File: config.mk
export PLATFORM = sky130hd
export DESIGN_NAME = dffr_wr_arbiter_flat
export DESIGN_NICKNAME = d
export VERILOG_FILES = /design/src/rtl/dffr_pkg.sv /design/src/rtl/dffr_wr_arbiter_if.sv /design/src/rtl/rr_arbiter.sv /design/src/rtl/dffr_wr_arbiter.sv /design/src/flat_wrapper.sv
export SDC_FILE = /design/constraint.sdc
export NUM_CORES = 1
export LEC_CHECK = 0
export CORE_AREA = 2 2 66 84
export CTS_CLUSTER_SIZE = 14
export DETAILED_ROUTE_END_ITERATION = 6
export DIE_AREA = 0 0 68 86
export GPL_TIMING_DRIVEN = 0
export PLACE_DENSITY = 0.89
export SKIP_CTS_REPAIR_TIMING = 1
export SYNTH_ARGS = -nofsm -noshare
export SYNTH_HDL_FRONTEND = slang
export SYNTH_SLANG_ARGS = --single-unit
File: constraint.sdc
create_clock -name clk -period 3.8 [get_ports clk]
set_input_delay 0.38 -clock clk [delete_from_list [all_inputs] [get_ports clk]]
set_output_delay 0.38 -clock clk [all_outputs]
set_load 0.05 [all_outputs]
File: src/rtl/dffr_pkg.sv
// Shared types and helpers for the write arbiter that guards one shared register.
// Contents: FSM state enum, hold counter width, owner-index width function.
package dffr_pkg;

    // IDLE arbitrates and accepts a write; HOLD enforces the post-write gap.
    typedef enum logic {
        IDLE = 1'b0,
        HOLD = 1'b1
    } state_e;

    // Hold counter width; covers HOLD_CYCLES up to 255.
    localparam int unsigned HOLD_CNT_W = 8;

    // Smallest legal width of an owner index.
    localparam int unsigned OWNER_W_MIN = 1;

    // Owner index width: max(1, clog2(n)).
    function automatic int unsigned owner_w(input int unsigned n);
        return ($clog2(n) > OWNER_W_MIN) ? $clog2(n) : OWNER_W_MIN;
    endfunction

endpackage

File: src/rtl/dffr_wr_arbiter_if.sv
// Requester-side bus of the shared-register write arbiter.
//   req_valid : bit i set when requester i offers data
//   req_data  : requester i data in [i*DATA_WIDTH +: DATA_WIDTH]
//   req_ready : one-hot or zero grant from the arbiter
// Modports: master = requester side, slave = arbiter side.
interface dffr_wr_arbiter_if #(
    parameter int unsigned NUM_REQ    = 4,
    parameter int unsigned DATA_WIDTH = 16
);
    logic [NUM_REQ-1:0]            req_valid;
    logic [NUM_REQ*DATA_WIDTH-1:0] req_data;
    logic [NUM_REQ-1:0]            req_ready;

    modport master (
        output req_valid,
        output req_data,
        input  req_ready
    );

    modport slave (
        input  req_valid,
        input  req_data,
        output req_ready
    );
endinterface

File: src/rtl/rr_arbiter.sv
// Combinational round-robin pick: first set bit of valid starting at ptr, wrapping.
//   valid     : request vector
//   ptr       : highest-priority index (must be < N)
//   grant     : one-hot pick, zero when no valid
//   grant_idx : index of the pick (0 when no valid)
module rr_arbiter #(
    parameter int unsigned N  = 4,
    parameter int unsigned PW = 2
) (
    input  logic [N-1:0]  valid,
    input  logic [PW-1:0] ptr,
    output logic [N-1:0]  grant,
    output logic [PW-1:0] grant_idx
);

    logic        found;
    int unsigned idx;

    // Walk ptr, ptr+1, ... modulo N and keep the first valid hit.
    always_comb begin
        grant     = '0;
        grant_idx = '0;
        found     = 1'b0;
        idx       = 0;
        for (int unsigned k = 0; k < N; k++) begin
            idx = 32'(ptr) + k;
            if (idx >= N) begin
                idx = idx - N;
            end
            if (!found && valid[idx]) begin
                found      = 1'b1;
                grant[idx] = 1'b1;
                grant_idx  = PW'(idx);
            end
        end
    end

endmodule

File: src/rtl/dffr_wr_arbiter.sv
// Round-robin write arbiter in front of a single shared register.
// After each accepted write, grants are withheld for HOLD_CYCLES cycles.
//   clk      : clock, rising edge
//   rst      : synchronous active-high reset
//   bus      : requester bus (req_valid/req_data in, req_ready out, combinational)
//   q        : shared register contents
//   q_owner  : index of the requester that last wrote q
//   q_update : one-cycle pulse the cycle after q is written
//   busy     : high while in HOLD
module dffr_wr_arbiter
    import dffr_pkg::*;
#(
    parameter int unsigned DATA_WIDTH  = 16,
    parameter int unsigned NUM_REQ     = 4,
    parameter int unsigned HOLD_CYCLES = 2
) (
    input  logic                         clk,
    input  logic                         rst,
    dffr_wr_arbiter_if.slave             bus,
    output logic [DATA_WIDTH-1:0]        q,
    output logic [owner_w(NUM_REQ)-1:0]  q_owner,
    output logic                         q_update,
    output logic                         busy
);

    localparam int unsigned OW = owner_w(NUM_REQ);
    localparam logic [HOLD_CNT_W-1:0] HOLD_LOAD =
        HOLD_CNT_W'((HOLD_CYCLES > 0) ? (HOLD_CYCLES - 1) : 0);
    localparam logic [OW-1:0] LAST_IDX = OW'(NUM_REQ - 1);

    state_e                state_q, state_d;
    logic [HOLD_CNT_W-1:0] cnt_q, cnt_d;
    logic [OW-1:0]         ptr_q;
    logic [NUM_REQ-1:0]    grant;
    logic [OW-1:0]         grant_idx;
    logic                  xfer;
    logic [DATA_WIDTH-1:0] wr_data;

    rr_arbiter #(
        .N  (NUM_REQ),
        .PW (OW)
    ) u_rr (
        .valid     (bus.req_valid),
        .ptr       (ptr_q),
        .grant     (grant),
        .grant_idx (grant_idx)
    );

    // Grants only in IDLE and never while reset is asserted.
    assign bus.req_ready = ((state_q == IDLE) && !rst) ? grant : '0;
    assign xfer          = |bus.req_ready;
    assign busy          = (state_q != IDLE);

    // Select the granted requester's data; one-hot so at most one slice wins.
    always_comb begin
        wr_data = '0;
        for (int unsigned i = 0; i < NUM_REQ; i++) begin
            if (bus.req_ready[i]) begin
                wr_data = bus.req_data[i*DATA_WIDTH +: DATA_WIDTH];
            end
        end
    end

    // Next-state and hold counter.
    always_comb begin
        state_d = state_q;
        cnt_d   = cnt_q;
        case (state_q)
            IDLE: begin
                if (xfer && (HOLD_CYCLES > 0)) begin
                    state_d = HOLD;
                    cnt_d   = HOLD_LOAD;
                end
            end
            HOLD: begin
                if (cnt_q == '0) begin
                    state_d = IDLE;
                end else begin
                    cnt_d = cnt_q - 1'b1;
                end
            end
            default: begin
                state_d = IDLE;
                cnt_d   = '0;
            end
        endcase
    end

    // State, pointer and shared register.
    always_ff @(posedge clk) begin
        if (rst) begin
            state_q  <= IDLE;
            cnt_q    <= '0;
            ptr_q    <= '0;
            q        <= '0;
            q_owner  <= '0;
            q_update <= 1'b0;
        end else begin
            state_q  <= state_d;
            cnt_q    <= cnt_d;
            q_update <= xfer;
            if (xfer) begin
                q       <= wr_data;
                q_owner <= grant_idx;
                ptr_q   <= (grant_idx == LAST_IDX) ? '0 : (grant_idx + 1'b1);
            end
        end
    end

endmodule
File: src/flat_wrapper.sv
// flat-port wrapper written by rule: the top's interface ports become plain ports
module dffr_wr_arbiter_flat import dffr_pkg::*;
#(
    parameter int unsigned DATA_WIDTH  = 16,
    parameter int unsigned NUM_REQ     = 4,
    parameter int unsigned HOLD_CYCLES = 2
)
  (clk, rst, q, q_owner, q_update, busy, bus_req_valid, bus_req_data, bus_req_ready);
  dffr_wr_arbiter_if #(.NUM_REQ(NUM_REQ), .DATA_WIDTH(DATA_WIDTH)) bus_i ();
  input  logic clk;
  input  logic rst;
  output logic [DATA_WIDTH-1:0] q;
  output logic [owner_w(NUM_REQ)-1:0] q_owner;
  output logic q_update;
  output logic busy;
  input wire logic [$bits(bus_i.req_valid)-1:0] bus_req_valid;
  input wire logic [$bits(bus_i.req_data)-1:0] bus_req_data;
  output wire logic [$bits(bus_i.req_ready)-1:0] bus_req_ready;
  assign bus_i.req_valid = bus_req_valid;
  assign bus_i.req_data = bus_req_data;
  assign bus_req_ready = bus_i.req_ready;
  dffr_wr_arbiter #(.DATA_WIDTH(DATA_WIDTH), .NUM_REQ(NUM_REQ), .HOLD_CYCLES(HOLD_CYCLES)) u_core (.clk(clk), .rst(rst), .bus(bus_i), .q(q), .q_owner(q_owner), .q_update(q_update), .busy(busy));
endmodule
* Word-level counts from Yosys, hierarchy flattened *
Index checks and enable logic that the tools add are counted.

word-level totals
  logic and storage cells = 92
  input port bits = 70
  flip-flop bits (word level) = 30

operators by class
  reductions and logical operators = 15
  eq/ne operators = 3
  order comparisons = 12
  bitwise operators = 4
  add/sub/neg operators = 9
  mux-type cells = 43

operators by type and width
  cell                                                                     number
  32-bit by 1-bit >= comparator with 1-bit output (second input constant)  4
  32-bit by 3-bit < comparator with 1-bit output (second input constant)   4
  32-bit 2-to-1 mux                                                        4
  16-bit 2-to-1 mux                                                        4
  4-bit 2-to-1 mux                                                         5
  8-bit 2-to-1 mux                                                         2
  8-bit case mux with 2 select lines                                       1
  1-bit 2-to-1 mux                                                         13
  4-bit OR                                                                 3
  3-bit by 3-bit subtractor with 4-bit output (second input constant)      3
  2-bit 2-to-1 mux                                                         5
  3-bit >= comparator (second input constant)                              3
  1-bit binary-select mux with 2-bit select                                4
  1-bit demux with 2-bit select                                            4
  1-bit logical AND                                                        8
  8-bit zero test                                                          1
  8-bit by 1-bit subtractor with 8-bit output (second input constant)      1
  2-bit by 2-bit adder with 3-bit output (second input constant)           2
  1-bit zero test                                                          4
  4-bit OR reduction                                                       1
  2-bit by 3-bit subtractor with 4-bit output (second input constant)      1
  2-bit by 1-bit adder with 3-bit output (second input constant)           1
  2-bit by 3-bit >= comparator with 1-bit output (second input constant)   1
  2-bit by 1-bit adder with 2-bit output (second input constant)           1
  other kinds (6)                                                          6

* Depth between registers and ports, before layout *
Gate-level depths: netlist of the first run.

  depth in word-level cells = 19
  depth in mapped cells = 15
  gate-level depth less buffers = 10

* Hierarchy *
A second synthesis of the first run with hierarchy kept.

second synthesis, totals
  cells, all modules = 233
  area total of the unflattened synthesis = 2039.5 sq um

modules (own cells, without submodules)
  module           seq. area each (sq um)  times used  cells each  area each (sq um)
  dffr_wr_arbiter  600.6                   1           182         1561.5
  rr_arbiter       0.0                     1           51          478.0

* Worst setup path before layout of the first run *
No wires, ideal clock.

  path type = flip-flop to flip-flop
  start point = register with a tool-made name
  end point = register u_core.q_owner[1]
  arrival = 3.317 ns
  period minus slack after synthesis = 3.445 ns
  cell stages (with the launch flop) = 15
  slack = 0.355 ns
  cells stage by stage = dfxtp_1 > buf_4 > inv_1 > ha_1 > buf_2 > mux4_2 > a21oi_2 > o221a_1 > buf_6 > inv_2 > or4_4 > buf_6 > buf_2 > mux2i_1 > nor2_1

RTL lines
  element               RTL line                text
  end signal, assigned  dffr_wr_arbiter.sv:104  q_owner <= grant_idx;
  end, declared         dffr_wr_arbiter.sv:21   output logic [owner_w(NUM_REQ)-1:0] q_owner,

==> metrics.txt, run 1 <==
outcome=finished, final reports clean; length of the first detailed-routing pass in iterations=4; most frequent cell after synthesis=nor2_1; clock skew=around 3.6 ps; Mapped Area=slightly above 2000 sq um; worst setup margin=113 ps; # IOs=between 90 and 100; Pwr per Cell Area=794 nW/um^2; Max FO, Critical Path=11; final hold vios=0; CP top delay family=buffers and inverters; CTS clk-pin slew, worst paths=60 ps; NetSw=between 1 and 1.5 mW; cell area after layout=around 3100 sq um; via count=roughly 2.4k; Commonest cells post-synth=nor2_1, dfxtp_1, nand2_1; DP Area=between 3000 and 4000 sq um; Mapped Cells=between 200 and 300; Root Driver=clkbuf_8; unrepaired setup endpoints after global routing=yes; DRC viols=0; min cycle time layout=about 3700 ps; TritonCTS clock tree=built; largest net degree at the start of global routing=11; Flop pwr share=0.210; leading register cell type out of synthesis=dfxtp_1; post-route total power=2.50 mW; hpwl dp=between 4000 and 5000 um; first-pass GRT wire length=around 10000 um; Placer Congestion=about 0.80; Syn Nets=approximately 330; DRT antenna net count=0; P_int=roughly 1.3 mW; initial DRC count=~180; P_leak=between 1 and 1.5 nW; worst slack, placed=-459 ps; Pins Over Slew Limit=0; Core Area=~5000 sq um; Max clock buf depth=2; number of global-route vias before repair=around 2.4k; # setup viols final=0; Congestion Overflow GR=0; Area growth, synth to finish=53.9%; CP arrival=3310 ps; post-synthesis sequential area ratio=0.294; Clock Sink Count=30; Yosys cell types=50; initial antenna violation count=0; Synth top area share=0.294; Buffers on Ports=90; Slowest cell on crit path=a2111o_1; Rel. slew slack=0.586; DR WL/cell=approximately 16 um; number of synthesized flops with an enable pin=0; die width=68 um; Crit path top cell by count=clkbuf_4; Logic pwr share=0.692; Tcrit/Tclk final=0.970; cell chain of the critical path=buf_4 > inv_1 > ha_1 > buf_2 > or3b_1 > a2111o_1 > nand2_1 > a311o_1 > clkbuf_4 > clkbuf_4 > clkbuf_4; later-pin clock latency in the skew report=roughly 280 ps; Synth warnings=0; setup_tns=0 ps; H-tree depth=2; WS Path Type=flip-flop to output port; share of layout cells above drive strength 1=0.117; area leader, netlist=dfxtp_1; final wirelength=slightly below 7000 um; Core Rows=29; average size of a mapped cell=8.15 sq um; Hold Path Class=flip-flop to flip-flop; Max IR drop VDD=approximately 0.00055 V; initial core utilization=0.408; Die Y=between 80 and 90 um; nature of the critical path startpoint=flip-flop; Worst path max stage delay=roughly 440 ps; Worst Setup End Kind=output port; Yosys reg bits=30; Die ar.=about 5800 sq um; Sw Share=0.499; ant diodes=0; ranking of synthesized cells by area=dfxtp_1, nor2_1, nand2_1; Critical Path RT=between 3000 and 4000 ps; share of flip-flops with an asynchronous set or reset=0; Peak Freq=approximately 270 MHz; Total GRT Usage=0.226; clock share of power=0.098; vias per cell=5.85; TritonCTS Buffers=5; Nets=between 400 and 500; Slew @ Worst Pin=around 600 ps; max cap viols=0; Buf+Inv Stages, Crit Path=6
[final timing paths]
| kind | startpoint | end | slack [ps] | cells past startpoint |
|---|---|---|---|---|
| worst max-delay path | flip-flop | bus_req_ready[0] | 110 | 11 |
| worst min-delay path | u_core.q[10]$_SDFFE_PP0P_ | u_core.q[10]$_SDFFE_PP0P_ | 460 | 1 |
| worst max register to register | flip-flop | u_core.q[6]$_SDFFE_PP0P_ | 140 | 12 |
| worst min register to register | u_core.q[10]$_SDFFE_PP0P_ | u_core.q[10]$_SDFFE_PP0P_ | 460 | 1 |
[routing by layer]
layer / global-route usage / wire, um
met4: 0.0818 / 176
met3: 0.0682 / 540
met1: 0.232 / 2420
met5: 0 / 0
met2: 0.415 / 3610
[placed cells by master, fill, tap and decap left out, drive strengths merged, types with 2 or more instances in the layout]
master and count:
a211o 8, a21boi 2, a21o 3, a21oi 12
a22o 8, a311o 9, a311oi 8, a32oi 9
and2 2, and3b 2, buf 11, clkbuf 17
clkdlybuf4s50 86, clkinv 2, dfxtp 30, ha 6
inv 8, mux2i 3, mux4 4, nand2 26
nand3 11, nand3b 4, nor2 43, nor2b 3
nor3 3, o21ai 5, o31a 2, o31ai 3
or3 2, xnor2 3
[area by class of cell]
cell class                      count  area (sq um)
Fill cell                         427          1860
Multi-Input combinational cell    196          1340
Timing Repair Buffer               91           896
Sequential cell                    30           602
Buffer                             18           125
Tap cell                           62          77.6
Clock buffer                        5          68.8
Inverter                            8          30.0
Clock inverter                      2          10.0
[through the flow]
| stage | hold WS, ps | instances | util |
|---|---|---|---|
| 2_1_floorplan | 453 | 251 | - |
| 3_3_place_gp | 442 | 403 | 0.604 |
| 3_5_place_dp | 454 | 403 | 0.604 |
| 4_1_cts | 469 | 410 | 0.619 |
| 5_1_grt | 489 | 412 | 0.628 |
| 6_report | 463 | 412 | 0.628 |
[worst reg2reg max path, stage by stage (launching register included)]
cell and delay [ps]:
dfxtp_2 390, buf_4 200, inv_1 110, ha_1 290, buf_2 210, mux4_2 590, a21oi_1 190, a21oi_1 100
nor2_1 410, clkbuf_2 340, nand3_1 120, a311o_1 350, a311oi_1 260
[logic make-up (layout without fill, tap and decap cells)]
group | after synthesis | after routing | synth area share
AOI/OAI and AO/OA | 76 | 76 | 0.300
xor gates and xnor gates | 4 | 4 | 0.0171
adders and majority gates | 6 | 6 | 0.0367
buffers and inverters | 26 | 124 | 0.0685
DFF | 30 | 30 | 0.294
muxes | 6 | 7 | 0.0477
and+or+nand+nor | 103 | 103 | 0.236
[state kept, by name (all words and copies together) (netlist names), named ones only]
| signal | flops |
|---|---|
| u_core.ptr_q | 1 |
| u_core.busy | 1 |
| u_core.q_update | 1 |
| u_core.cnt_q | 8 |
| u_core.q | 16 |
| u_core.q_owner | 2 |
[power groups by stage]
stage               combinational, mW  sequential (mW)  clock, mW
global route                     1.85            0.540      0.259
floorplan                       0.895            0.818          0
finish                           1.73            0.524      0.245
detailed placement               1.67            0.527          0
CTS                              1.68            0.522      0.249
global placement                 1.63            0.520          0
Note: power is estimated with default switching activity, not from simulation.
==> run 2, diff against run 1 <==
--- a/config.mk
+++ b/config.mk
@@ -5,12 +5,13 @@
 export SDC_FILE = /design/constraint.sdc
 export NUM_CORES = 1
 export LEC_CHECK = 0
-export CORE_AREA = 2 2 66 84
+export CORE_AREA = 2 2 58 74
 export CTS_CLUSTER_SIZE = 14
 export DETAILED_ROUTE_END_ITERATION = 6
-export DIE_AREA = 0 0 68 86
+export DIE_AREA = 0 0 60 76
+export DONT_BUFFER_PORTS = 1
 export GPL_TIMING_DRIVEN = 0
-export PLACE_DENSITY = 0.89
+export PLACE_DENSITY = 0.78
 export SKIP_CTS_REPAIR_TIMING = 1
 export SYNTH_ARGS = -nofsm -noshare
 export SYNTH_HDL_FRONTEND = slang
==> metrics.txt, run 2 (same netlist as run 1, synthesis figures left out) <==
cell chain of the critical path=inv_1 > ha_1 > clkbuf_4 > mux4_2 > buf_4 > a21oi_1 > a21oi_1 > o21a_1 > buf_2 > or4_4 > buf_6 > clkbuf_4 > mux2i_1 > nor2_1; final wirelength=5220 um (-23%); length of the first detailed-routing pass in iterations=4 (unchanged); max reg flops=16 (unchanged); Rel. slew slack=0.559 (-0.0266); Pwr per Cell Area=993 nW/um^2 (+25%); H-tree depth=2 (unchanged); post-route total power=2.22 mW (-11%); Clock Sink Count=30 (unchanged); Largest Register=u_core.q; Worst path max stage delay=570 ps (+130 ps); TritonCTS clock tree=built; vias per cell=6.22 (+6.4%); commonest cells after routing, fill and taps aside=nor2_1, dfxtp_1, nand2_1, nand3_1, a21oi_1; Peak Freq=276 MHz (+1.9%); unrepaired setup endpoints after global routing=no; Max FO, Critical Path=10 (-1); Worst Setup End Kind=flip-flop; Met2 Wirelength=2670 um (-26%); DRT antenna net count=0 (unchanged); via count=1966 (-18%); fin cells=316 (-23%); Nets=335 (-21%); Slowest cell on crit path=mux4_2; Congestion Overflow GR=0 (unchanged); Placer Congestion=0.849 (+6.8%); Critical Path RT=3960 ps (+540 ps); TritonCTS Buffers=5 (unchanged); max cap viols=0 (unchanged); outcome=finished, final reports clean; M1 WL=2200 um (-9.2%); Core Area=3940 sq um (-21%); largest net degree at the start of global routing=11 (unchanged); CTS clk-pin slew, worst paths=70 ps (about the same); Hold Path Class=input port to flip-flop; initial DRC count=85 (-52%); WS Path Type=flip-flop to flip-flop; first-pass GRT wire length=8470 um (-18%); nature of the critical path startpoint=flip-flop; Die Y=76 um (-12%); DR WL/cell=16.5 um (+0.79%); Slew @ Worst Pin=658 ps (+42.3 ps); number of global-route vias before repair=1854 (-21%); min cycle time layout=3620 ps (-69.6 ps); Buffers on Ports=0 (-100%); Total GRT Usage=0.238 (+0.0119); die width=60 um (-12%); clock skew=5.89 ps (+2.26 ps); share of layout cells above drive strength 1=0.131 (+0.0136); DP Area=2110 sq um (-30%); met3 WL=273 um (-49%); Die ar.=4560 sq um (-22%); initial antenna violation count=0 (unchanged); ant diodes=0 (unchanged); cell area after layout=2240 sq um (-29%); # setup viols final=0 (unchanged); top flop regs=u_core.q x16, u_core.cnt_q x8, u_core.q_owner x2; Tcrit/Tclk final=0.952 (-0.0183); later-pin clock latency in the skew report=280 ps (about the same); Root Driver=clkbuf_8; Max IR drop VDD=0.000483 V (-13%); P_leak=0.871 nW (-29%); Max clock buf depth=2 (unchanged); fillcell total=395 (-7.5%); DRC viols=0 (unchanged); placed instance count=307 (-24%); hpwl dp=3840 um (-22%); Pins Over Slew Limit=0 (unchanged); Area growth, synth to finish=9.61%; most common cell after layout, fill and taps aside=nor2_1; top layer in use=met4; initial core utilization=0.519 (+0.111); # IOs=94 (unchanged); CP arrival=3770 ps (+460 ps); Core Rows=26 (-10%); final hold vios=0 (unchanged)
-- run 2: cell types whose count changed in the layout (fill, tap and decap cells not counted), sizes merged --
cell | previous run | this run
clkdlybuf4s50 | 86 | 0
mux4 | 4 | 3
clkinv | 2 | 1
clkinvlp | 0 | 1
clkbuf | 17 | 14
-- run 2: metal layers --
metal	track usage	vias up
met2	0.380	68
met5	0	-
met4	0.109	0
met1	0.289	944
met3	0.0611	5
li1	-	949
-- run 2: power by group --
group | internal, mW | switching, mW
registers | 0.441 | 0.410
clock network | 0.145 | 0.127
logic | 0.472 | 0.630
total | 1.06 | 1.17
-- run 2: area by class of cell --
class                   instances  area (sq um)  area share
repair buffers                  2          15.0     0.00670
flip-flops and latches         30           604       0.270
multi-input cells             195          1310       0.583
inverters                       8          32.5      0.0145
clock inverters                 2          12.5     0.00558
plain buffers                  17           118      0.0525
well taps                      56          70.1      0.0313
clock buffers                   6          82.6      0.0369
-- run 2: final timing paths --
path	slack, ps	start	cells after the start	to
setup reg to reg	180	u_core.ptr_q[1]$_SDFFE_PP0P_	14	u_core.q_owner[1]$_SDFFE_PP0P_
hold / removal	250	bus_req_data[51]	2	u_core.q[3]$_SDFFE_PP0P_
hold reg to reg	520	u_core.cnt_q[3]$_SDFFE_PP0P_	2	u_core.cnt_q[3]$_SDFFE_PP0P_
setup / recovery	180	u_core.ptr_q[1]$_SDFFE_PP0P_	14	u_core.q_owner[1]$_SDFFE_PP0P_
-- run 2: stage by stage --
stage / setup TNS [ps] / hold slack, ps / worst slack, ps / util
finish: 0 / 253 / 183 / 0.569
CTS: -266 / 245 / -189 / 0.561
floorplan: 0 / 453 / 355 / -
global placement: 0 / 468 / 54.0 / 0.537
global route: 0 / 248 / 2.25 / 0.569
detailed placement: -7.57 / 478 / -6.28 / 0.537
-- run 2: worst max-delay path: cells and delay by family, from the launching register on --
| kind | cells | cell delay (ps) |
|---|---|---|
| fa+ha+maj | 1 | 280 |
| flops | 1 | 500 |
| mux | 2 | 740 |
| buf+inv | 6 | 990 |
| simple gates | 2 | 560 |
| compound gates | 3 | 420 |
==> run 3, diff against run 2 <==
--- a/config.mk
+++ b/config.mk
@@ -6,6 +6,7 @@
 export NUM_CORES = 1
 export LEC_CHECK = 0
 export CORE_AREA = 2 2 58 74
+export CTS_CLUSTER_DIAMETER = 100
 export CTS_CLUSTER_SIZE = 14
 export DETAILED_ROUTE_END_ITERATION = 6
 export DIE_AREA = 0 0 60 76
==> results of run 3 <==
The final DEF is identical to that of run 2; final timing and power are the same.
